[src/rtl/endec_stream_host_pkg.sv]
// Shared constants and types for the endec stream host.
// Holds the encoder/decoder core dimensions, the request packet field offsets,
// the response split point and the host FSM state type.
package endec_stream_host_pkg;

  // Core dimensions
  localparam int unsigned MAX_CONSTRAINT_LENGTH = 9;
  localparam int unsigned MAX_CODE_RATE         = 3;
  localparam int unsigned MAX_STATE_REG_NUM     = 8;
  localparam int unsigned GEN_POLY_W            = MAX_CONSTRAINT_LENGTH * MAX_CODE_RATE;

  // Stream geometry
  localparam int unsigned AXIS_W          = 64;
  localparam int unsigned ENDEC_REQ_BEATS = 10;
  localparam int unsigned ENDEC_RSP_BEATS = 11;
  localparam int unsigned REQ_W           = AXIS_W * ENDEC_REQ_BEATS;
  localparam int unsigned RSP_W           = AXIS_W * ENDEC_RSP_BEATS;
  localparam int unsigned BEAT_CNT_W      = 4;

  // Request packet field offsets
  localparam int unsigned POLY_LSB    = 0;
  localparam int unsigned RATE_BIT    = 27;
  localparam int unsigned STATE_LSB   = 28;
  localparam int unsigned ENC_LSB     = 64;
  localparam int unsigned DEC_LSB     = 256;
  localparam int unsigned ENC_FRAME_W = 192;
  localparam int unsigned DEC_FRAME_W = 384;

  // Response split
  localparam int unsigned ENC_RSP_W = 576;
  localparam int unsigned DEC_RSP_W = RSP_W - ENC_RSP_W;

  typedef enum logic [1:0] {
    StIdle,
    StSend,
    StRecv,
    StDone
  } host_state_e;

endpackage

[src/rtl/endec_rsp_deser.sv]
// Response deserializer for the endec stream host.
// Collects up to 11 response beats into a 704-bit register, checks tlast
// framing and enforces the inter-beat timeout.
// Ports:
//   sys_clk, rst_n          clock, async active-low reset
//   start                   arm collection (pulse on the last request handshake)
//   s_axis_*                response stream slave
//   complete                collection finished this cycle (beat, early tlast or timeout)
//   err                     the finishing event is a framing error or timeout
//   rsp_next                response register contents including this cycle's beat
module endec_rsp_deser
  import endec_stream_host_pkg::*;
#(
  parameter int unsigned TIMEOUT_CYCLES = 4096
) (
  input  logic              sys_clk,
  input  logic              rst_n,
  input  logic              start,
  input  logic [AXIS_W-1:0] s_axis_tdata,
  input  logic              s_axis_tvalid,
  input  logic              s_axis_tlast,
  output logic              s_axis_tready,
  output logic              complete,
  output logic              err,
  output logic [RSP_W-1:0]  rsp_next
);

  logic                  active_q;
  logic [BEAT_CNT_W-1:0] rx_cnt_q;
  logic [31:0]           idle_cnt_q;
  logic [RSP_W-1:0]      rsp_q;

  logic beat;
  logic last_slot;
  logic timeout;

  always_comb begin
    beat      = active_q & s_axis_tvalid;
    last_slot = (rx_cnt_q == BEAT_CNT_W'(ENDEC_RSP_BEATS - 1));
    // idle_cnt_q counts cycles elapsed since the last beat, that beat's cycle being 1
    timeout   = active_q && !s_axis_tvalid && (TIMEOUT_CYCLES != 0) &&
                ((idle_cnt_q + 32'd1) >= 32'(TIMEOUT_CYCLES));
    complete  = timeout | (beat & (s_axis_tlast | last_slot));
    // tlast must coincide with beat 10 exactly; either mismatch is a framing error
    err       = timeout | (beat & (s_axis_tlast ^ last_slot));
    rsp_next  = rsp_q;
    if (beat) begin
      rsp_next[AXIS_W*rx_cnt_q +: AXIS_W] = s_axis_tdata;
    end
  end

  always_ff @(posedge sys_clk or negedge rst_n) begin
    if (!rst_n) begin
      active_q   <= 1'b0;
      rx_cnt_q   <= '0;
      idle_cnt_q <= '0;
      rsp_q      <= '0;
    end else begin
      rsp_q <= rsp_next;
      if (start) begin
        active_q   <= 1'b1;
        rx_cnt_q   <= '0;
        idle_cnt_q <= 32'd1;
      end else if (active_q) begin
        if (complete) begin
          active_q <= 1'b0;
        end
        if (beat) begin
          rx_cnt_q   <= rx_cnt_q + BEAT_CNT_W'(1);
          idle_cnt_q <= 32'd1;
        end else begin
          idle_cnt_q <= idle_cnt_q + 32'd1;
        end
      end
    end
  end

  assign s_axis_tready = active_q;

endmodule

[src/rtl/endec_stream_host.sv]
// Host-side AXI-Stream endpoint for the convolutional encoder/decoder core.
// Captures one job, serializes it as a 10-beat request packet, then collects
// the 11-beat response and presents encoder/decoder results with a done pulse.
// Ports:
//   sys_clk, rst_n                 clock, async active-low reset
//   i_start / o_busy               job request (sampled in IDLE) / not-idle flag
//   i_code_rate, i_gen_poly_flat,
//   i_prv_encoder_state,
//   i_encoder_data_frame,
//   i_decoder_data_frame           job fields, captured on i_start
//   m_axis_*                       request stream master
//   s_axis_*                       response stream slave
//   o_encoder_data, o_decoder_data results, updated when o_done pulses
//   o_done, o_err                  completion pulse / framing error or timeout
module endec_stream_host
  import endec_stream_host_pkg::*;
#(
  parameter int unsigned TIMEOUT_CYCLES = 4096
) (
  input  logic                         sys_clk,
  input  logic                         rst_n,
  input  logic                         i_start,
  output logic                         o_busy,
  input  logic                         i_code_rate,
  input  logic [GEN_POLY_W-1:0]        i_gen_poly_flat,
  input  logic [MAX_STATE_REG_NUM-1:0] i_prv_encoder_state,
  input  logic [ENC_FRAME_W-1:0]       i_encoder_data_frame,
  input  logic [DEC_FRAME_W-1:0]       i_decoder_data_frame,
  output logic [AXIS_W-1:0]            m_axis_tdata,
  output logic                         m_axis_tvalid,
  output logic                         m_axis_tlast,
  input  logic                         m_axis_tready,
  input  logic [AXIS_W-1:0]            s_axis_tdata,
  input  logic                         s_axis_tvalid,
  input  logic                         s_axis_tlast,
  output logic                         s_axis_tready,
  output logic [ENC_RSP_W-1:0]         o_encoder_data,
  output logic [DEC_RSP_W-1:0]         o_decoder_data,
  output logic                         o_done,
  output logic                         o_err
);

  host_state_e           state_q, state_d;
  logic [REQ_W-1:0]      req_q;
  logic [REQ_W-1:0]      req_word;
  logic [BEAT_CNT_W-1:0] tx_cnt_q;
  logic                  tvalid_q;
  logic                  tlast_q;
  logic                  busy_q;
  logic                  done_q;
  logic                  err_q;
  logic [ENC_RSP_W-1:0]  enc_q;
  logic [DEC_RSP_W-1:0]  dec_q;

  logic                  capture;
  logic                  tx_hs;
  logic                  send_last;
  logic                  rsp_complete;
  logic                  rsp_err;
  logic [RSP_W-1:0]      rsp_next;

  always_comb begin
    req_word = '0;
    req_word[POLY_LSB +: GEN_POLY_W]         = i_gen_poly_flat;
    req_word[RATE_BIT]                       = i_code_rate;
    req_word[STATE_LSB +: MAX_STATE_REG_NUM] = i_prv_encoder_state;
    req_word[ENC_LSB +: ENC_FRAME_W]         = i_encoder_data_frame;
    req_word[DEC_LSB +: DEC_FRAME_W]         = i_decoder_data_frame;
  end

  always_comb begin
    capture   = (state_q == StIdle) && i_start;
    tx_hs     = tvalid_q && m_axis_tready;
    send_last = tx_hs && (tx_cnt_q == BEAT_CNT_W'(ENDEC_REQ_BEATS - 1));
  end

  always_comb begin
    state_d = state_q;
    unique case (state_q)
      StIdle: if (i_start) state_d = StSend;
      StSend: if (send_last) state_d = StRecv;
      StRecv: if (rsp_complete) state_d = StDone;
      StDone: state_d = StIdle;
      default: state_d = StIdle;
    endcase
  end

  always_ff @(posedge sys_clk or negedge rst_n) begin
    if (!rst_n) begin
      state_q  <= StIdle;
      req_q    <= '0;
      tx_cnt_q <= '0;
      tvalid_q <= 1'b0;
      tlast_q  <= 1'b0;
      busy_q   <= 1'b0;
      done_q   <= 1'b0;
      err_q    <= 1'b0;
      enc_q    <= '0;
      dec_q    <= '0;
    end else begin
      state_q <= state_d;
      busy_q  <= (state_d != StIdle);
      done_q  <= (state_d == StDone);
      if (capture) begin
        req_q    <= req_word;
        tx_cnt_q <= '0;
        tvalid_q <= 1'b1;
        tlast_q  <= 1'b0;
      end else if (tx_hs) begin
        // The request register shifts so the current beat is always in the low word
        req_q    <= req_q >> AXIS_W;
        tx_cnt_q <= tx_cnt_q + BEAT_CNT_W'(1);
        tlast_q  <= (tx_cnt_q == BEAT_CNT_W'(ENDEC_REQ_BEATS - 2));
        if (send_last) begin
          tvalid_q <= 1'b0;
          tlast_q  <= 1'b0;
        end
      end
      if ((state_q == StRecv) && rsp_complete) begin
        enc_q <= rsp_next[ENC_RSP_W-1:0];
        dec_q <= rsp_next[RSP_W-1:ENC_RSP_W];
        err_q <= rsp_err;
      end
    end
  end

  endec_rsp_deser #(
    .TIMEOUT_CYCLES(TIMEOUT_CYCLES)
  ) u_rsp_deser (
    .sys_clk      (sys_clk),
    .rst_n        (rst_n),
    .start        (send_last),
    .s_axis_tdata (s_axis_tdata),
    .s_axis_tvalid(s_axis_tvalid),
    .s_axis_tlast (s_axis_tlast),
    .s_axis_tready(s_axis_tready),
    .complete     (rsp_complete),
    .err          (rsp_err),
    .rsp_next     (rsp_next)
  );

  assign m_axis_tdata   = req_q[AXIS_W-1:0];
  assign m_axis_tvalid  = tvalid_q;
  assign m_axis_tlast   = tlast_q;
  assign o_busy         = busy_q;
  assign o_done         = done_q;
  assign o_err          = err_q;
  assign o_encoder_data = enc_q;
  assign o_decoder_data = dec_q;

endmodule

[config.mk]
export PLATFORM = sky130hd
export DESIGN_NAME = endec_stream_host
export DESIGN_NICKNAME = d
export VERILOG_FILES = /design/src/rtl/endec_stream_host_pkg.sv /design/src/rtl/endec_rsp_deser.sv /design/src/rtl/endec_stream_host.sv
export SDC_FILE = /design/constraint.sdc
export NUM_CORES = 2
export LEC_CHECK = 0
export ABC_AREA = 1
export CAP_MARGIN = 20
export CORE_AREA = 4 4 565 567
export DETAILED_ROUTE_END_ITERATION = 12
export DIE_AREA = 0 0 569 571
export PLACE_DENSITY = 0.53
export SLEW_MARGIN = 20
export SYNTH_ARGS = -nofsm -noshare
export SYNTH_HDL_FRONTEND = slang
export SYNTH_SLANG_ARGS = --single-unit
[constraint.sdc]
create_clock -name sys_clk -period 2.8 [get_ports sys_clk]
set_input_delay 0.56 -clock sys_clk [delete_from_list [all_inputs] [get_ports sys_clk]]
set_output_delay 0.56 -clock sys_clk [all_outputs]
set_load 0.02 [all_outputs]
# Word-level counts from Yosys, hierarchy flattened
# Index checks and enable logic that the tools add are counted.
# W data, S select, Z words.
[op_classes]
n_addsub = 4
magnitude_cmp = 1
n_eq_ne = 7
shift = 2
muxes = 25
bitwise_logic = 7
n_reduce_logical = 15
[op_table]
columns = ["operator", "n"]
rows = [
  ["$mux W640", 2],
  ["$bwmux W704", 1],
  ["$mux W704", 1],
  ["$shift A64 B34 Y704 const A", 1],
  ["$shiftx A64 B34 Y704", 1],
  ["$mux W32", 3],
  ["$neg A10 Y34", 1],
  ["$add A32 B1 Y32 const B", 1],
  ["$ge A32 B13 Y1 const B", 1],
  ["$mux W4", 5],
  ["$eq A4 B4 Y1 const B", 3],
  ["$reduce_bool A2 Y1", 5],
  ["$mux W1", 9],
  ["$add A4 B1 Y4 const B", 2],
  ["$pmux W2 S4", 1],
  ["$eq A2 B2 Y1 const B", 3],
  ["$logic_and A1 B1 Y1", 6],
  ["$mux W2", 3],
  ["$reduce_and A2 Y1", 2],
  ["$and A1 B1 Y1", 3],
  ["$or A1 B1 Y1", 3],
  ["$eq A2 B1 Y1 const B", 1],
  ["$logic_not A2 Y1", 1],
  ["$logic_not A1 Y1", 1],
  ["$xor A1 B1 Y1", 1],
]
[word_totals]
regBits = 2096
in_bits = 682
out_inout_bits = 774
wordCells = 75

# Depth between registers and ports, before layout
[depth]
depth_word = 7
ltp_mapped = 21
ltp_nobuf = 18

# Cells and area by module
# From an unflattened synthesis, not the netlist that was laid out.
[unflattened]
hier_cells = 9547
hier_area_um2 = 85261.8
[modules_own_cells]
columns = ["module", "n_inst", "cells_per_inst", "area_each_um2", "seq_area_each_um2"]
rows = [
  ["endec_stream_host", 1, 6509, 55464.4, 33907.5],
  ["endec_rsp_deser", 1, 3038, 29797.3, 18542.8],
]

# Worst setup path before layout
# No wires, ideal clock.
[synth_timing]
path_kind = "register to register"
from = "register u_rsp_deser.rx_cnt_q[0]"
to = "register enc_q[124], in the netlist o_encoder_data[124]"
setup_ns = 0.117
arrival_time_ns = 2.297
t_required_ns = 2.683
slack_ns = 0.386
path_stages_with_launch = 13
n_path_buf = 2
synth_period_minus_slack_ns = 2.414
path_cell_list = "dfrtp_1 inv_1 ha_1 or2_2 nand2_1 inv_2 nand3_1 nor2_1 buf_2 buf_2 mux2_2 nand3_1 nand2_1"
[synth_between]
word_cells_on_any_way = 10
cone_classes = "1 x add/sub; 1 x eq/ne; 2 x shift; 2 x mux; 3 x bitwise; 1 x reduce/logical"
[synth_rtl]
columns = ["item", "line_no", "rtl"]
rows = [
  ["from (decl)", "endec_rsp_deser.sv:29", "logic [BEAT_CNT_W-1:0] rx_cnt_q;"],
  ["from (signal assigned)", "endec_rsp_deser.sv:69", "rx_cnt_q <= rx_cnt_q + BEAT_CNT_W'(1);"],
  ["$neg A10 Y34 *", "endec_rsp_deser.sv:48", "rsp_next[AXIS_W*rx_cnt_q +: AXIS_W] = s_axis_tdata;"],
  ["$shiftx A64 B34 Y704 or $shift A64 B34 Y704 (tied branches)", "endec_rsp_deser.sv:48", ""],
  ["$bwmux W704 *", "endec_rsp_deser.sv:48", ""],
  ["$mux W704 *", "endec_rsp_deser.sv:47", "if (beat) begin"],
  ["net rsp_next[124]", "endec_stream_host.sv:60", "logic [RSP_W-1:0] rsp_next;"],
  ["to (signal assigned)", "endec_stream_host.sv:120", "enc_q <= rsp_next[ENC_RSP_W-1:0];"],
  ["to (decl)", "endec_stream_host.sv:52", "logic [ENC_RSP_W-1:0] enc_q;"],
]
# The timed path passes the listed nets; every way through them passes the cells marked *.
# A chain may end at the register's enable or synchronous reset.

# Worst setup path in the final report
[layout_timing]
from = "register u_rsp_deser.idle_cnt_q[11]"
to = "register enc_q[359], in the netlist o_encoder_data[359]"
[layout_between]
elab_chain_len = 5
[layout_rtl]
columns = ["item", "line_no", "rtl"]
rows = [
  ["from (decl)", "endec_rsp_deser.sv:30", "logic [31:0] idle_cnt_q;"],
  ["from (signal assigned)", "endec_rsp_deser.sv:72", "idle_cnt_q <= idle_cnt_q + 32'd1;"],
  ["$add A32 B1 Y32", "endec_rsp_deser.sv:42", "((idle_cnt_q + 32'd1) >= 32'(TIMEOUT_CYCLES));"],
  ["$ge A32 B13 Y1", "endec_rsp_deser.sv:42", ""],
  ["$logic_and A1 B1 Y1", "endec_rsp_deser.sv:41", "timeout = active_q && !s_axis_tvalid && (TIMEOUT_CYCLES != 0) &&"],
  ["$or A1 B1 Y1", "endec_rsp_deser.sv:43", "complete = timeout | (beat & (s_axis_tlast | last_slot));"],
  ["$logic_and A1 B1 Y1", "endec_stream_host.sv:119", "if ((state_q == StRecv) && rsp_complete) begin"],
]
# Every way passes these cells.

==> reports/results.txt <==
Clock latency at the later pin of the worst-skew pair: 950 ps. The clock-pin transition on the worst setup and hold timing paths came out at 60 ps. The post-synthesis cell type count was 37; the number of clock sinks seen by CTS was 2,096. The run finished with clean final reports. In the final design database the tool counted 12.0k nets. By count the netlist is led by nand2_1, dfrtp_1, o21ai_0. Detailed routing placed a total of 35,400 um of wire on met3. Measured along the y axis, the die boundary spans 571 um. The layout-stage area growth over the synthesis result is 40.5%, and the estimated wirelength of the detail-placed design is 312,000 um.

The number of DRC violations after detailed routing is 0. The path class of the tightest hold or removal check is in -> async. Startpoint type of the worst setup path: a flip-flop. The worst path meets setup with 51.0 ps of slack.

The horizontal die dimension works out to 569 um. The region available for standard cell placement spans 314,000 um2. Initial antenna violation count: 146.

The logs give 325,000 um2 for the area of the die and 120 for the largest net degree at the start of global routing. For the aggregate negative setup slack, the log shows 0 ps. Critical-path maximum fanout: 8. TritonCTS built the clock tree.

The number of cells in the design after placement is 15.1k, and the via count of the routed design is 76.3k. The tools report the count of placed standard cells in the final layout, fillers left out as 15.7k. The ratio of total power to cell area came out at 854 nW/um2. The post-synthesis cell type with the largest combined area is dfrtp_1. The logs give 0.896 for the global placement routability congestion and 9,533 for the instance count of the mapped netlist.

The part of the cycle the worst path needs was 98.2%; the proportion of register bits with asynchronous set or reset after synthesis was 100%. Global-route wire length before repair: 570,000 um. The endpoint identified for the worst register-to-register timing path is o_encoder_data[359]. The power consumption is 0.104 W, and the maximum level of the CTS H-tree is 4. The run gives 183,000 um as the met1 routed wirelength after detailed routing. STA classifies the critical path endpoint as a flip-flop.

Clock tree synthesis inserted a total of 235 buffers. The final hold violation count is 0, and the count of warnings emitted by yosys is 0. 1,456 I/O pins were placed.

Setup repair after global routing could not meet its margin everywhere. The logic depth of the worst register-to-register path is 21. The fraction of synthesized cell area taken by the top area cell type is 60.6%, and the final number of max-transition violations is 0. Once detail routing completed, the nets flagged for antenna violations numbered 0.

The count of final setup violators was 0. Counting every net in the synthesized netlist gives 10.2k. The logs give 206 for the standard-cell row count and 177,000 um for the wire length on met2.

The detailed router used layers up to and including met5. For flop-to-flop paths, the worst setup slack is 50 ps. The register bit count reported by yosys was 2,096; the highest achievable clock rate was 364 MHz. Dividing the detail-routed via count by the number of cells gives 4.85. Once the floorplan was initialized, standard cells occupied 27.5% of the core. The headroom to the max-slew limit came out at 36.1%. The run gives 3460 ps as the data arrival at the endpoint of the critical path. For the routed wire length, the log shows 416,000 um. The predominant post-synthesis flop cell is dfrtp_1. The worst setup path is of the reg -> reg kind. Before CTS, the worst setup slack after placement is -246 ps.

The cell area that synthesis handed to floorplanning was 86,500 um2. The worst register-to-register path begins at u_rsp_deser.idle_cnt_q[11]. At the worst endpoint, the required time is 3510 ps. The root buffer cell is clkbuf_16. Wire length per cell: 26.5 um.

After global routing the overflow that remains totals 0. For this run, the detailed router's first-pass iteration total came to 6. The filler cells instantiated in the layout total 31.5k. Fraction of final layout cells with drive strength greater than 1: 14.2%.

In this run the deepest clock path goes through 4 buffers. Ranked by total cell area, the synthesized netlist is headed by dfrtp_1, nand2_1, o21ai_0. The tools report the number of global-route vias before repair as 72.3k. The first routing iteration left 8,034 violations. The average instance area after synthesis was 9.08 um2; the final critical-path required period was 2750 ps. The most frequent cell after synthesis was nand2_1. Max-cap violations in this run came to 0. In this run, synthesis inferred 0 flip-flops with an integrated enable. At the pin with the least slew margin, the transition time is 958 ps. Of the synthesized area, sequential elements account for 60.6%. The reported leakage power was 58.4 nW.

The worst setup skew after layout was 134 ps; the combined global-route utilization of all metal layers was 24.3%. The worst-case vdd ir drop is 0.000813 V. The total of buffers placed on input and output ports is 1,455.
[state kept, by name, summed over array words and instances (netlist names)]
| signal | flops |
|---|---|
| m_axis_tlast | 1 |
| m_axis_tvalid | 1 |
| o_busy | 1 |
| o_decoder_data | 128 |
| o_done | 1 |
| o_encoder_data | 576 |
| o_err | 1 |
| req_q | 640 |
| state_q | 2 |
| tx_cnt_q | 4 |
| u_rsp_deser.idle_cnt_q | 32 |
| u_rsp_deser.rsp_q | 704 |
| u_rsp_deser.rx_cnt_q | 4 |
| u_rsp_deser.s_axis_tready | 1 |
[metal layers]
metal / vias to the layer above / track usage [%]
li1: 34592 / -
met1: 37728 / 34.7
met2: 3196 / 35.1
met3: 686 / 5.61
met4: 50 / 10.8
met5: - / 0
[worst max path at each step]
stage,end,from,slack (ps),cells after the start
global placement,req_q[244],m_axis_tready,-250,7
CTS,o_encoder_data[35],o_encoder_data[35],10,1
floorplan,o_encoder_data[124],u_rsp_deser.rx_cnt_q[0],390,12
finish,o_encoder_data[359],u_rsp_deser.idle_cnt_q[11],50,21
detailed placement,u_rsp_deser.idle_cnt_q[11],m_axis_tready,-250,12
global route,o_encoder_data[230],u_rsp_deser.idle_cnt_q[11],-150,20
[cell type report]
type / count / area, um2 / share of cell area (%)
Inverter: 757 / 2870 / 2.36
Antenna cell: 83 / 208 / 0.171
Sequential cell: 2096 / 52500 / 43.2
Tap cell: 4160 / 5200 / 4.28
Clock buffer: 334 / 6760 / 5.56
Timing Repair Buffer: 2251 / 23900 / 19.6
Clock inverter: 84 / 1190 / 0.981
Multi-Input combinational cell: 5951 / 29000 / 23.9
[critical path, stage by stage, from the launching register on]
cell and delay [ps]:
dfrtp_1 420, nand2_2 120, buf_6 130, nor2_4 110, nand2_2 80, nor2_4 150, buf_4 130, nand3_1 50
nand2_1 80, nor2_1 50, nand2_1 70, nor2_1 50, nand3_1 110, nand2_2 110, nand2_8 150, nand2_8 130
buf_16 190, buf_12 140, buf_4 130, buf_4 120, nand2_1 40, nand2_1 40
[where the power goes]
part	total, W	switching (W)	internal (W)
clock	0.0322	0.0134	0.0188
combinational	0.0308	0.0198	0.0110
sequential	0.0407	0.00314	0.0376
total	0.104	0.0364	0.0674
[per-stage QoR]
stage                     utilization [%]  instance area (um2)  hold slack [ps]
final                                38.7               122000              206
after global routing                 38.7               121000              171
after CTS                            37.9               119000              131
after detailed placement             35.2               111000              458
after global placement               35.2               111000              452
after floorplan                         -                86500              264
[cell usage in the layout (no fill, tap or decap), types with 22 or more instances in the layout]
cell	instances
nand2_1	2345
dfrtp_1	2092
o21ai_0	1616
clkdlybuf4s50_1	1433
inv_1	744
nand3_1	711
buf_4	546
nor2_1	359
clkbuf_16	270
a21oi_1	241
mux2_2	182
buf_12	166
nand2_2	119
diode_2	83
nand2_4	61
clkbuf_8	51
clkbuf_1	48
nor3_1	44
o31ai_1	41
o22ai_1	40
clkinv_2	38
o41ai_1	36
a22oi_1	29
nand3_2	27
o21a_1	24
bufinv_16	22
buf_16	22
[timing repair]
| action | CTS | global route |
|---|---|---|
| resized for setup | 38 | 363 |
| cloned | 5 | 37 |
| pin swaps | 9 | 50 |
| setup buffers | 11 | 32 |
| hold buffers | 1 | 0 |
| endpoints found under the setup margin | 524 | 693 |
| endpoints found under the hold margin | 486 | 0 |
[logic make-up (layout without fill, tap and decap cells)]
family          after synthesis  in the layout  synth area share, %
simple gates               3721           3721                 17.4
flops                      2096           2096                 60.6
compound gates             2035           2035                 12.3
buf+inv                    1486           3426                 7.23
mux                         182            182                 2.37
fa+ha+maj                     9              9                0.130
xor+xnor                      4              4               0.0405
other cells                   0             83                    0
No activity file was read; power rests on OpenSTA's default activity.
